===== config.mk =====
export PLATFORM = sky130hd
export DESIGN_NAME = pe_operand_feeder_flat
export DESIGN_NICKNAME = d
export VERILOG_FILES = /design/src/rtl/bitblade_pkg.sv /design/src/rtl/pe_operand_feeder_if.sv /design/src/rtl/pe_slice_mux.sv /design/src/rtl/pe_operand_feeder.sv /design/src/flat_wrapper.sv
export SDC_FILE = /design/constraint.sdc
export NUM_CORES = 1
export LEC_CHECK = 0
export ABC_AREA = 1
export ABC_CLOCK_PERIOD_IN_PS = 2600
export BUFFER_PORTS_ARGS = -buffer_cell sky130_fd_sc_hd__buf_2
export CAP_MARGIN = 20
export CORE_MARGIN = 2
export CORE_UTILIZATION = 45
export CTS_CLUSTER_DIAMETER = 60
export DETAILED_ROUTE_END_ITERATION = 8
export GPL_TIMING_DRIVEN = 0
export PLACE_DENSITY_LB_ADDON = 0.12
export SYNTH_ARGS = -nofsm -noshare
export SYNTH_HDL_FRONTEND = slang
export SYNTH_SLANG_ARGS = --single-unit

===== constraint.sdc =====
create_clock -name clk -period 2.6 [get_ports clk]
set_input_delay 0.52 -clock clk [delete_from_list [all_inputs] [get_ports clk]]
set_output_delay 0.52 -clock clk [all_outputs]
set_load 0.05 [all_outputs]

===== src/rtl/bitblade_pkg.sv =====
// Shared types for the bit-slice operand feeder: geometry, precision codes,
// FSM state, operand/beat records and the precision-to-slice-count helper.
package bitblade_pkg;
  localparam int LANES    = 16;
  localparam int MAX_BITS = 8;
  localparam int SLICE    = 2;
  localparam int NSLC     = MAX_BITS / SLICE;
  localparam int IDX_W    = $clog2(NSLC);

  localparam logic [1:0] PREC_2B = 2'b00;
  localparam logic [1:0] PREC_4B = 2'b01;
  localparam logic [1:0] PREC_8B = 2'b10;

  localparam logic [IDX_W-1:0] IDX_ONE = IDX_W'(1);

  typedef enum logic {ST_IDLE, ST_RUN} state_e;

  typedef logic [LANES-1:0][MAX_BITS-1:0] opnd_t;
  typedef logic [LANES-1:0][SLICE-1:0]    slv_t;

  // Slice counts are kept as count-1 so they fit the slice index width.
  typedef struct packed {
    opnd_t            act;
    opnd_t            wgt;
    logic [IDX_W-1:0] nxm1;
    logic [IDX_W-1:0] nym1;
    logic             sx;
    logic             sy;
  } opset_t;

  typedef struct packed {
    slv_t       x;
    slv_t       y;
    logic       sign_x;
    logic       sign_y;
    logic [3:0] shift;
    logic       first;
    logic       last;
  } beat_t;

  // Reserved code 11 falls into the default arm, i.e. 8-bit.
  function automatic logic [IDX_W:0] slice_cnt(input logic [1:0] prec);
    case (prec)
      PREC_2B: return (IDX_W+1)'(1);
      PREC_4B: return (IDX_W+1)'(2);
      default: return (IDX_W+1)'(4);
    endcase
  endfunction
endpackage


===== src/rtl/pe_operand_feeder_if.sv =====
// Operand-set request and slice-beat response bus of the operand feeder.
interface pe_operand_feeder_if;
  import bitblade_pkg::*;

  logic                      in_valid;
  logic                      in_ready;
  logic [LANES*MAX_BITS-1:0] act;
  logic [LANES*MAX_BITS-1:0] wgt;
  logic [1:0]                prec_x;
  logic [1:0]                prec_y;
  logic                      signed_x;
  logic                      signed_y;
  logic                      out_valid;
  logic                      out_ready;
  logic [LANES*SLICE-1:0]    x;
  logic [LANES*SLICE-1:0]    y;
  logic                      sign_x;
  logic                      sign_y;
  logic [3:0]                shift;
  logic                      first;
  logic                      last;

  modport master (
    output in_valid, act, wgt, prec_x, prec_y, signed_x, signed_y, out_ready,
    input  in_ready, out_valid, x, y, sign_x, sign_y, shift, first, last
  );

  modport slave (
    input  in_valid, act, wgt, prec_x, prec_y, signed_x, signed_y, out_ready,
    output in_ready, out_valid, x, y, sign_x, sign_y, shift, first, last
  );
endinterface


===== src/rtl/pe_slice_mux.sv =====
// One lane's slice select: picks bits [SLICE*idx +: SLICE] of an operand lane.
module pe_slice_mux #(
  parameter  int VEC_W = 8,
  parameter  int SLICE = 2,
  localparam int IDX_W = $clog2(VEC_W / SLICE)
) (
  input  logic [VEC_W-1:0] lane_i,
  input  logic [IDX_W-1:0] idx_i,
  output logic [SLICE-1:0] slice_o
);
  logic [VEC_W/SLICE-1:0][SLICE-1:0] slices;

  assign slices  = lane_i;
  assign slice_o = slices[idx_i];
endmodule


===== src/rtl/pe_operand_feeder.sv =====
// Bit-slice sequencer: walks every (x-slice, y-slice) pair of an operand set,
// i inner and j outer, emitting one registered 2-bit-per-lane beat per handshake.
module pe_operand_feeder
  import bitblade_pkg::*;
(
  input  logic          clk,
  input  logic          reset,
  pe_operand_feeder_if.slave bus
);
  state_e           state_q, state_d;
  logic [IDX_W-1:0] i_q, i_d, j_q, j_d;
  opset_t           op_q, op_d;
  beat_t            beat_q, beat_d;
  logic             fire_out, accept;
  logic [IDX_W:0]   cnt_x, cnt_y, ij;
  slv_t             x_slc, y_slc;

  assign fire_out     = (state_q == ST_RUN) & bus.out_ready;
  assign bus.in_ready = !reset & ((state_q == ST_IDLE) | (fire_out & beat_q.last));
  assign accept       = bus.in_valid & bus.in_ready;
  assign cnt_x        = slice_cnt(bus.prec_x) - (IDX_W+1)'(1);
  assign cnt_y        = slice_cnt(bus.prec_y) - (IDX_W+1)'(1);

  always_comb begin
    state_d = state_q;
    i_d     = i_q;
    j_d     = j_q;
    op_d    = op_q;
    if (accept) begin
      op_d.act  = bus.act;
      op_d.wgt  = bus.wgt;
      op_d.nxm1 = cnt_x[IDX_W-1:0];
      op_d.nym1 = cnt_y[IDX_W-1:0];
      op_d.sx   = bus.signed_x;
      op_d.sy   = bus.signed_y;
      i_d       = '0;
      j_d       = '0;
      state_d   = ST_RUN;
    end else if (fire_out) begin
      if (beat_q.last) begin
        state_d = ST_IDLE;
        i_d     = '0;
        j_d     = '0;
      end else if (i_q != op_q.nxm1) begin
        i_d = i_q + IDX_ONE;
      end else begin
        i_d = '0;
        j_d = j_q + IDX_ONE;
      end
    end
  end

  // Slices are taken from next-state operands/indices so the beat registers
  // already hold the first slice one cycle after accept.
  for (genvar k = 0; k < LANES; k++) begin : g_lane
    pe_slice_mux #(.VEC_W(MAX_BITS), .SLICE(SLICE)) u_xmux (
      .lane_i (op_d.act[k]),
      .idx_i  (i_d),
      .slice_o(x_slc[k])
    );
    pe_slice_mux #(.VEC_W(MAX_BITS), .SLICE(SLICE)) u_ymux (
      .lane_i (op_d.wgt[k]),
      .idx_i  (j_d),
      .slice_o(y_slc[k])
    );
  end

  always_comb begin
    beat_d = '0;
    ij     = {1'b0, i_d} + {1'b0, j_d};
    if (state_d == ST_RUN) begin
      beat_d.x      = x_slc;
      beat_d.y      = y_slc;
      beat_d.sign_x = op_d.sx && (i_d == op_d.nxm1);
      beat_d.sign_y = op_d.sy && (j_d == op_d.nym1);
      beat_d.shift  = {ij, 1'b0};
      beat_d.first  = (i_d == '0) && (j_d == '0);
      beat_d.last   = (i_d == op_d.nxm1) && (j_d == op_d.nym1);
    end
  end

  always_ff @(posedge clk) begin
    if (reset) begin
      state_q <= ST_IDLE;
      i_q     <= '0;
      j_q     <= '0;
      op_q    <= '0;
      beat_q  <= '0;
    end else begin
      state_q <= state_d;
      i_q     <= i_d;
      j_q     <= j_d;
      op_q    <= op_d;
      beat_q  <= beat_d;
    end
  end

  assign bus.out_valid = (state_q == ST_RUN);
  assign bus.x         = beat_q.x;
  assign bus.y         = beat_q.y;
  assign bus.sign_x    = beat_q.sign_x;
  assign bus.sign_y    = beat_q.sign_y;
  assign bus.shift     = beat_q.shift;
  assign bus.first     = beat_q.first;
  assign bus.last      = beat_q.last;
endmodule


===== src/flat_wrapper.sv =====
// flat-port wrapper written by rule: the top's interface ports become plain ports
module pe_operand_feeder_flat import bitblade_pkg::*;
  (clk, reset, bus_in_valid, bus_act, bus_wgt, bus_prec_x, bus_prec_y, bus_signed_x, bus_signed_y, bus_out_ready, bus_in_ready, bus_out_valid, bus_x, bus_y, bus_sign_x, bus_sign_y, bus_shift, bus_first, bus_last);
  pe_operand_feeder_if bus_i ();
  input  logic clk;
  input  logic reset;
  input wire logic [$bits(bus_i.in_valid)-1:0] bus_in_valid;
  input wire logic [$bits(bus_i.act)-1:0] bus_act;
  input wire logic [$bits(bus_i.wgt)-1:0] bus_wgt;
  input wire logic [$bits(bus_i.prec_x)-1:0] bus_prec_x;
  input wire logic [$bits(bus_i.prec_y)-1:0] bus_prec_y;
  input wire logic [$bits(bus_i.signed_x)-1:0] bus_signed_x;
  input wire logic [$bits(bus_i.signed_y)-1:0] bus_signed_y;
  input wire logic [$bits(bus_i.out_ready)-1:0] bus_out_ready;
  output wire logic [$bits(bus_i.in_ready)-1:0] bus_in_ready;
  output wire logic [$bits(bus_i.out_valid)-1:0] bus_out_valid;
  output wire logic [$bits(bus_i.x)-1:0] bus_x;
  output wire logic [$bits(bus_i.y)-1:0] bus_y;
  output wire logic [$bits(bus_i.sign_x)-1:0] bus_sign_x;
  output wire logic [$bits(bus_i.sign_y)-1:0] bus_sign_y;
  output wire logic [$bits(bus_i.shift)-1:0] bus_shift;
  output wire logic [$bits(bus_i.first)-1:0] bus_first;
  output wire logic [$bits(bus_i.last)-1:0] bus_last;
  assign bus_i.in_valid = bus_in_valid;
  assign bus_i.act = bus_act;
  assign bus_i.wgt = bus_wgt;
  assign bus_i.prec_x = bus_prec_x;
  assign bus_i.prec_y = bus_prec_y;
  assign bus_i.signed_x = bus_signed_x;
  assign bus_i.signed_y = bus_signed_y;
  assign bus_i.out_ready = bus_out_ready;
  assign bus_in_ready = bus_i.in_ready;
  assign bus_out_valid = bus_i.out_valid;
  assign bus_x = bus_i.x;
  assign bus_y = bus_i.y;
  assign bus_sign_x = bus_i.sign_x;
  assign bus_sign_y = bus_i.sign_y;
  assign bus_shift = bus_i.shift;
  assign bus_first = bus_i.first;
  assign bus_last = bus_i.last;
  pe_operand_feeder u_core (.clk(clk), .reset(reset), .bus(bus_i));
endmodule

# Word-level counts from Yosys, hierarchy flattened

Index checks and enable logic that the tools add are counted.

Flip-flop bits (word level): 339
Output and inout bits: 74

$add $sub $neg: 5
$lt $le $gt $ge: 2
Equality and inequality tests: 5
Muxes and demuxes: 78
Bitwise logic cells: 7
Reductions and logical operators: 10

Operator list:

| operator                                                                      | count |
|---|---|
| 262-bit 2-to-1 mux                                                            | 1 |
| 2-bit binary-select mux with 2-bit select                                     | 32 |
| 2-bit 2-to-1 mux                                                              | 40 |
| 2-bit zero test                                                               | 4 |
| 2-bit case mux with 2 select lines                                            | 2 |
| 2-bit by 3-bit less-than comparator with 1-bit output (second input constant) | 2 |
| 2-bit by 1-bit adder with 2-bit output (second input constant)                | 2 |
| 1-bit AND                                                                     | 4 |
| 2-bit by 1-bit == test with 1-bit output (second input constant)              | 2 |
| 2-bit == test                                                                 | 2 |
| 1-bit logical AND                                                             | 4 |
| 2-bit by 1-bit subtractor with 2-bit output (second input constant)           | 2 |
| 2-bit by 2-bit adder with 3-bit output                                        | 1 |
| 1-bit 2-to-1 mux                                                              | 3 |
| 2-bit != test                                                                 | 1 |
| 1-bit inverter                                                                | 2 |
| 2-bit OR reduction                                                            | 1 |
| 1-bit zero test                                                               | 1 |
| 1-bit bitwise OR                                                              | 1 |

# Longest topological paths before layout

Gate-level depths: netlist of run 1.

Word-level depth: 8
Depth in mapped cells: 14
Mapped depth without buffers: 12

# By module

From an unflattened synthesis of run 1, not the netlist that was laid out.

Cells, all modules: 2754
Area, all modules: 19527.5 µm²

By module, submodules not included:

| module            | times used | cells an instance | area an instance (µm²) | seq. area each (µm²) |
|---|---|---|---|---|
| pe_operand_feeder | 1          | 1986              | 16484.6                | 6766.5 |
| pe_slice_mux      | 32         | 24                | 95.1                   | 0.0 |

# Least setup slack after synthesis of run 1

No wires, ideal clock.

Path type: flip-flop to flip-flop
Start point: reg u_core.beat_q, in the netlist u_core.bus.last
End point: reg u_core.beat_q, in the netlist u_core.bus.shift[2]
Setup time: 0.066 ns
Arrival time: 2.443 ns
Data required time: 2.534 ns
Setup slack: 0.091 ns
Cell stages (with the launch flop): 14
Path buffers: 2
Clock period less this slack: 2.509 ns
Path through: dfxtp_1 > a21oi_4 > nor2_8 > nand2_4 > buf_6 > nand2_1 > inv_2 > nand2_2 > inv_2 > buf_4 > ha_1 > fa_1 > inv_1 > nor2_1

Elaborated cells on any way between the ends: 16

RTL lines:

| item                                     | RTL line                | RTL |
|---|---|---|
| start, declared                          | pe_operand_feeder.sv:13 | `beat_t beat_q, beat_d;` |
| start signal, assigned                   | pe_operand_feeder.sv:94 | `beat_q <= beat_d;` |
| 1-bit AND                                | pe_operand_feeder.sv:19 | `assign bus.in_ready = !reset & ((state_q == ST_IDLE) \| (fire_out & beat_q.last));` |
| 1-bit bitwise OR                         | pe_operand_feeder.sv:19 |  |
| 1-bit AND                                | pe_operand_feeder.sv:19 |  |
| 1-bit AND                                | pe_operand_feeder.sv:20 | `assign accept = bus.in_valid & bus.in_ready;` |
| 2-bit 2-to-1 mux *                       | pe_operand_feeder.sv:29 | `if (accept) begin` |
| net u_core.g_lane[0].u_xmux.idx_i[0]     | pe_slice_mux.sv:8       | `input logic [IDX_W-1:0] idx_i,` |
| 2-bit by 2-bit adder with 3-bit output * | pe_operand_feeder.sv:70 | `ij = {1'b0, i_d} + {1'b0, j_d};` |
| net u_core.ij[1]                         | pe_operand_feeder.sv:15 | `logic [IDX_W:0] cnt_x, cnt_y, ij;` |

Mark *: on every way through the listed nets, which the timed path passes. The rest lies on a longest branch.
A chain may end at the register's enable or synchronous reset.

# Final worst setup path of run 1

Start point: reg u_core.beat_q, in the netlist u_core.bus.last
End point: out bus_in_ready

Word-level cells in the longest chain between the ends: 3

Ends and longest elaborated chain:

| item             | RTL line                | RTL |
|---|---|---|
| 1-bit AND        | pe_operand_feeder.sv:19 |  |
| 1-bit bitwise OR | pe_operand_feeder.sv:19 |  |
| 1-bit AND        | pe_operand_feeder.sv:19 |  |
| end, declared    | flat_wrapper.sv:15      | `output wire logic [$bits(bus_i.in_ready)-1:0] bus_in_ready;` |

No other way between the ends.

==> run metrics, run 1 <==
Leakage Power 9.392 nW; WL per Instance 16.89 um; total core area 31720 sq um; root buffer cell clkbuf_16; most common cell in the synthesized netlist nand2_1; clk slew on worst S/H paths 0.06 ns; # clock sinks 338; gr ovfl total 0; I/O Pins 340; Die ar. 33830 sq um; Slew @ Worst Pin 0.9091 ns; Clock Path Buffers 3; Die Y 183.9 um; layout cells sized above 1 20.02%; VDD IR max 0.4177 mV; total global routing track utilization 28.75%; IO Port Bufs 336; CTS buffer count 37; depth of the CTS H-tree 2; Power Total 0.01332 W; top post-synthesis cells by area dfxtp_1 (46%), nand2_1 (14%), nand3_1 (8.2%); unrepaired setup endpoints after global routing false; Pins Over Slew Limit 0; CTS tree yes; CP Data Arrival Time 1.99 ns; Post-Layout Cell Count 2961; initial DRC count 1107; crit-path max FO 10; initial antenna violation count 2; max-cap violations 0; hold buffers post-CTS 0; Fmax 399.1 MHz; die width 183.9 um; Main synth FF type dfxtp_1; Rows 65; synthesis-stage register bit count 338; post-placement setup slack -0.1895 ns; Min Clock Period, post-route 2.505 ns; largest net degree at the start of global routing 15; first-pass GRT wire length 74600 um; Final period util 96.36%; Area Growth Syn to Fin 23.65%; Relative slew margins 39.39%; Synth async-reset ratio 0%; post-synthesis cell count 2153; setup slack after layout 0.09466 ns; post-synth cell types 36; ANT nets after route 0; EDFF count, synth 0; commonest cells in the netlist nand2_1 (539), dfxtp_1 (338), inv_1 (293); Setup crit end kind primary output; Initial Utilization 45.93%; Final Hold Vio Count 0; dpl cells 2891; drt drc 0; DR pass1 iterations 6; syn nets 2421; hold crit path type input port to register; gpl congestion 0.9159; worst clock skew 0.01350 ns; netlist area before placement 14570 sq um; number of fill cells 3181; Vias/cell 4.981; crit path launch type register; Post-Route WL 50000 um; Synth Warn # 0; register area share after synthesis 46.45%; Synth top area share 46.45%; Mapped Avg Cell Area 6.766 sq um; Setup Crit Path Kind register to primary output; dominant cell type by area after synthesis dfxtp_1; Worst Path Required 2.08 ns; Detailed Place HPWL 36700 um; power per cell area 739.3 nW/um^2; status finished, final reports clean; clock latency at the later pin of the worst-skew pair 0.52 ns; Final Net Count 2800; vias in the first global route 13748; routed vias 14750; setup violators final 0
==> per-stage QoR <==
step / hold slack, ns / utilization (%) / instance area (sq um) / TNS (ns)
3_3_place_gp: 0.4591 / 52.82 / 16750 / -0.3171
6_report: 0.2678 / 56.79 / 18010 / 0
3_5_place_dp: 0.4661 / 52.82 / 16750 / -0.4758
5_1_grt: 0.2812 / 56.79 / 18010 / 0
4_1_cts: 0.2593 / 56.62 / 17960 / 0
2_1_floorplan: 0.4508 / - / 14570 / 0
==> layer usage <==
| metal | vias up | routed length [um] | GRT usage (%) |
|---|---|---|---|
| met4 | 0 | 1573 | 10.08 |
| met1 | 6623 | 21510 | 37.39 |
| met5 | - | 0 | 0 |
| li1 | 7392 | - | - |
| met3 | 99 | 3836 | 4.933 |
| met2 | 636 | 23080 | 48.17 |
==> power breakdown <==
part | switching (W) | internal [W] | total (W)
Combinational | 0.00164 | 0.000747 | 0.00239
Clock | 0.00216 | 0.00313 | 0.00528
Sequential | 0.0000983 | 0.00554 | 0.00564
==> cell type report <==
class / count / area, sq um / area share, %
Clock inverter: 14 / 157.7 / 0.8752
Antenna cell: 2 / 5.005 / 0.02779
Sequential cell: 338 / 6766 / 37.57
Multi-Input combinational cell: 1370 / 5991 / 33.26
Tap cell: 402 / 503.0 / 2.792
Buffer: 142 / 674.4 / 3.744
Timing Repair Buffer: 340 / 1724 / 9.572
Clock buffer: 50 / 1047 / 5.814
Inverter: 303 / 1144 / 6.349
==> cells in the final DEF, fill, tap and decap left out, drive strengths merged, types with 5 or more instances in the layout <==
cell	count
clkbuf	119
buf	413
nand3	241
inv	303
o21ai	205
nand4	5
a21oi	64
nand2	541
clkinv	8
nor2	278
dfxtp	338
or2	28
==> flip-flops by register name (all words and copies together) (netlist names) <==
name / cells
u_core.i_q: 2
u_core.bus.x: 32
u_core.bus.sign_x: 1
u_core.j_q: 2
u_core.bus.shift: 3
u_core.bus.y: 32
u_core.bus.last: 1
u_core.bus.out_valid: 1
u_core.bus.first: 1
u_core.bus.sign_y: 1
u_core.op_q: 262
==> what timing repair did <==
action | CTS | global route
gates resized for setup | 0 | 5
buffers inserted | 0 | 4
endpoints found under the setup margin | 0 | 2
==> critical path: stages, from the launching register on <==
cell	delay [ns]
dfxtp_1	0.40
a21oi_4	0.11
nor2_8	0.17
buf_12	0.14
clkbuf_1	0.30
buf_2	0.33
==> path summary, 6_finish.rpt <==
check | start | to | slack, ns | depth (start not counted)
worst min-delay path | bus_wgt[88] | u_core.op_q[94] | 0.27 | 3
worst max-delay path | u_core.bus.last | bus_in_ready | 0.09 | 5
worst max register to register | u_core.bus.last | u_core.bus.y[12] | 0.12 | 7
worst min register to register | u_core.op_q[187] | u_core.op_q[187] | 0.47 | 2
==> kinds of logic (layout without fill, tap and decap cells) <==
kind of cell / count (synthesis) / in the layout / synth area share, %
buffers and inverters: 445 / 849 / 12.43
adders and majority gates: 2 / 2 / 0.2233
and+or+nand+nor: 1095 / 1095 / 31.24
other: 1 / 3 / 0.02574
muxes: 1 / 1 / 0.06871
AOI/OAI and AO/OA: 271 / 271 / 9.568
DFF: 338 / 338 / 46.45
Note: power is estimated with default switching activity, not from simulation.
==> run 2, diff against run 1 <==
--- a/config.mk
+++ b/config.mk
@@ -15,6 +15,7 @@
 export DETAILED_ROUTE_END_ITERATION = 8
 export GPL_TIMING_DRIVEN = 0
 export PLACE_DENSITY_LB_ADDON = 0.12
+export RECOVER_POWER = 25
 export SYNTH_ARGS = -nofsm -noshare
 export SYNTH_HDL_FRONTEND = slang
 export SYNTH_SLANG_ARGS = --single-unit
==> run 2 against run 1 <==
Maximum frequency is 0.16% higher. Final cell count unchanged. Clock skew about the same. Critical path type unchanged. Die area stayed put. Core utilization shrank 0.32 points. Non-clock buffer count unchanged. Critical path depth did not move. Critical endpoint unchanged.
==> run metrics, run 2 (same netlist as run 1, synthesis figures left out) <==
Power Total 0.01328 W (-0.26%); Leakage Power 9.096 nW (-3.2%); hold buffers post-CTS 0 (unchanged); Largest register FFs 262 (unchanged); CTS tree yes; clock latency at the later pin of the worst-skew pair 0.52 ns (about the same); crit path launch type register; gr ovfl total 0 (unchanged); CTS buffer count 37 (unchanged); register area 6766 sq um (unchanged); Min Clock Period, post-route 2.501 ns (-0.003887 ns); max-cap violations 0 (unchanged); Initial Utilization 45.93% (unchanged); Final Net Count 2800 (unchanged); Area Growth Syn to Fin 22.94%; CP Data Arrival Time 1.98 ns (about the same); Relative slew margins 39.02% (-0.37 points); commonest non-fill, non-tap cells in the layout nand2_1 (539), dfxtp_1 (338), buf_2 (316); drt drc 0 (unchanged); Setup Crit Path Kind register to primary output; final hold slack 0.2674 ns (-0.0003990 ns); IO Port Bufs 336 (unchanged); layout cells sized above 1 17.09% (-2.9 points); setup slack after layout 0.09854 ns (+0.003887 ns); Clock Path Buffers 3 (unchanged); area of the multi-input gates 5987 sq um (about the same); Pins Over Slew Limit 0 (unchanged); clk slew on worst S/H paths 0.06 ns (about the same); DR pass1 iterations 5 (-1); initial DRC count 1100 (-0.63%); worst clock skew 0.01314 ns (-0.0003560 ns); Die ar. 33830 sq um (unchanged); I/O Pins 340 (unchanged); Core Util, Final 56.47% (-0.32 points); Post-Route WL 49870 um (-0.26%); largest net degree at the start of global routing 15 (unchanged); unrepaired setup endpoints after global routing false; total global routing track utilization 28.75% (unchanged); Sw Pwr 0.003889 W (-0.21%); vias in the first global route 13748 (unchanged); routed vias 14743 (-0.047%); first-pass GRT wire length 74600 um (unchanged); Comb power frac 17.8% (about the same); Final Hold Vio Count 0 (unchanged); Detailed Place HPWL 36700 um (unchanged); power per cell area 741.6 nW/um^2 (+0.31%); initial antenna violation count 2 (unchanged); crit-path max FO 10 (unchanged); # clock sinks 338 (unchanged); share of power burned in registers 42.5% (about the same); setup violators final 0 (unchanged); Worst Path Required 2.08 ns (about the same); Net Sw Frac 29.28% (about the same); setup TNS 0 ns (unchanged); Vias/cell 4.979 (about the same); status finished, final reports clean; Final period util 96.21% (-0.15 points); Rows 65 (unchanged); gpl congestion 0.9159 (unchanged); post-placement setup slack -0.1895 ns (unchanged); Setup crit end kind primary output; Clk pwr share 39.7% (about the same); ANT nets after route 0 (unchanged); Die Y 183.9 um (unchanged); die width 183.9 um (unchanged); number of fill cells 3214 (+1.0%); root buffer cell clkbuf_16; VDD IR max 0.4149 mV (-0.67%); WL per Instance 16.84 um (-0.26%); largest reg by FF count u_core.op_q; hold crit path type input port to register; most common cell after layout, fill and taps aside nand2_1; total core area 31720 sq um (unchanged); depth of the CTS H-tree 2 (unchanged); Internal 0.009392 W (-0.29%); Fmax 399.8 MHz (+0.16%); Slew @ Worst Pin 0.9147 ns (+0.005602 ns)
[run 2: final timing paths]
kind                         start  slack, ns  cells past startpoint          endpoint
hold reg to reg   u_core.op_q[227]       0.47                      2  u_core.op_q[227]
hold / removal         bus_wgt[88]       0.27                      3   u_core.op_q[94]
setup / recovery   u_core.bus.last        0.1                      5      bus_in_ready
setup reg to reg   u_core.bus.last       0.12                      7  u_core.bus.y[12]
[run 2: worst max-delay path, stage by stage (launching register included)]
cell      delay, ns
dfxtp_1        0.40
a21oi_4        0.11
nor2_8         0.17
buf_12         0.14
clkbuf_1       0.30
buf_2          0.34
[run 2: area by class of cell]
class / instances / area share, %
flip-flops and latches: 338 / 37.78
clock inverters: 14 / 0.8803
well taps: 402 / 2.808
diodes: 2 / 0.02794
clock buffers: 50 / 5.847
inverters: 303 / 6.385
plain buffers: 142 / 3.703
multi-input cells: 1370 / 33.43
repair buffers: 340 / 9.138
[run 2: timing repair]
item,CTS,global route
setup buffers,0,4
resized for setup,0,5
endpoints found under the setup margin,0,2
[run 2: metal layers]
| metal | routed length (um) | share of wire (%) | global-route usage, % |
|---|---|---|---|
| met5 | 0 | 0 | 0 |
| met4 | 1568 | 3.1 | 10.08 |
| met3 | 3933 | 7.9 | 4.933 |
| met2 | 23010 | 46 | 48.17 |
| met1 | 21360 | 43 | 37.39 |
[run 2: power by group through the flow]
stage	registers (W)	clock network, W	logic (W)
after floorplan	0.00605	0	0.00127
after global placement	0.00574	0	0.00231
final	0.00565	0.00528	0.00236
after global routing	0.00567	0.00555	0.00262
after detailed placement	0.00575	0	0.00234
after CTS	0.00564	0.00533	0.00236
[run 2: stage by stage]
stage / instances / instance area (sq um)
floorplan: 2153 / 14570
global placement: 2891 / 16750
detailed placement: 2891 / 16750
CTS: 2955 / 17960
global route: 2961 / 17910
finish: 2961 / 17910
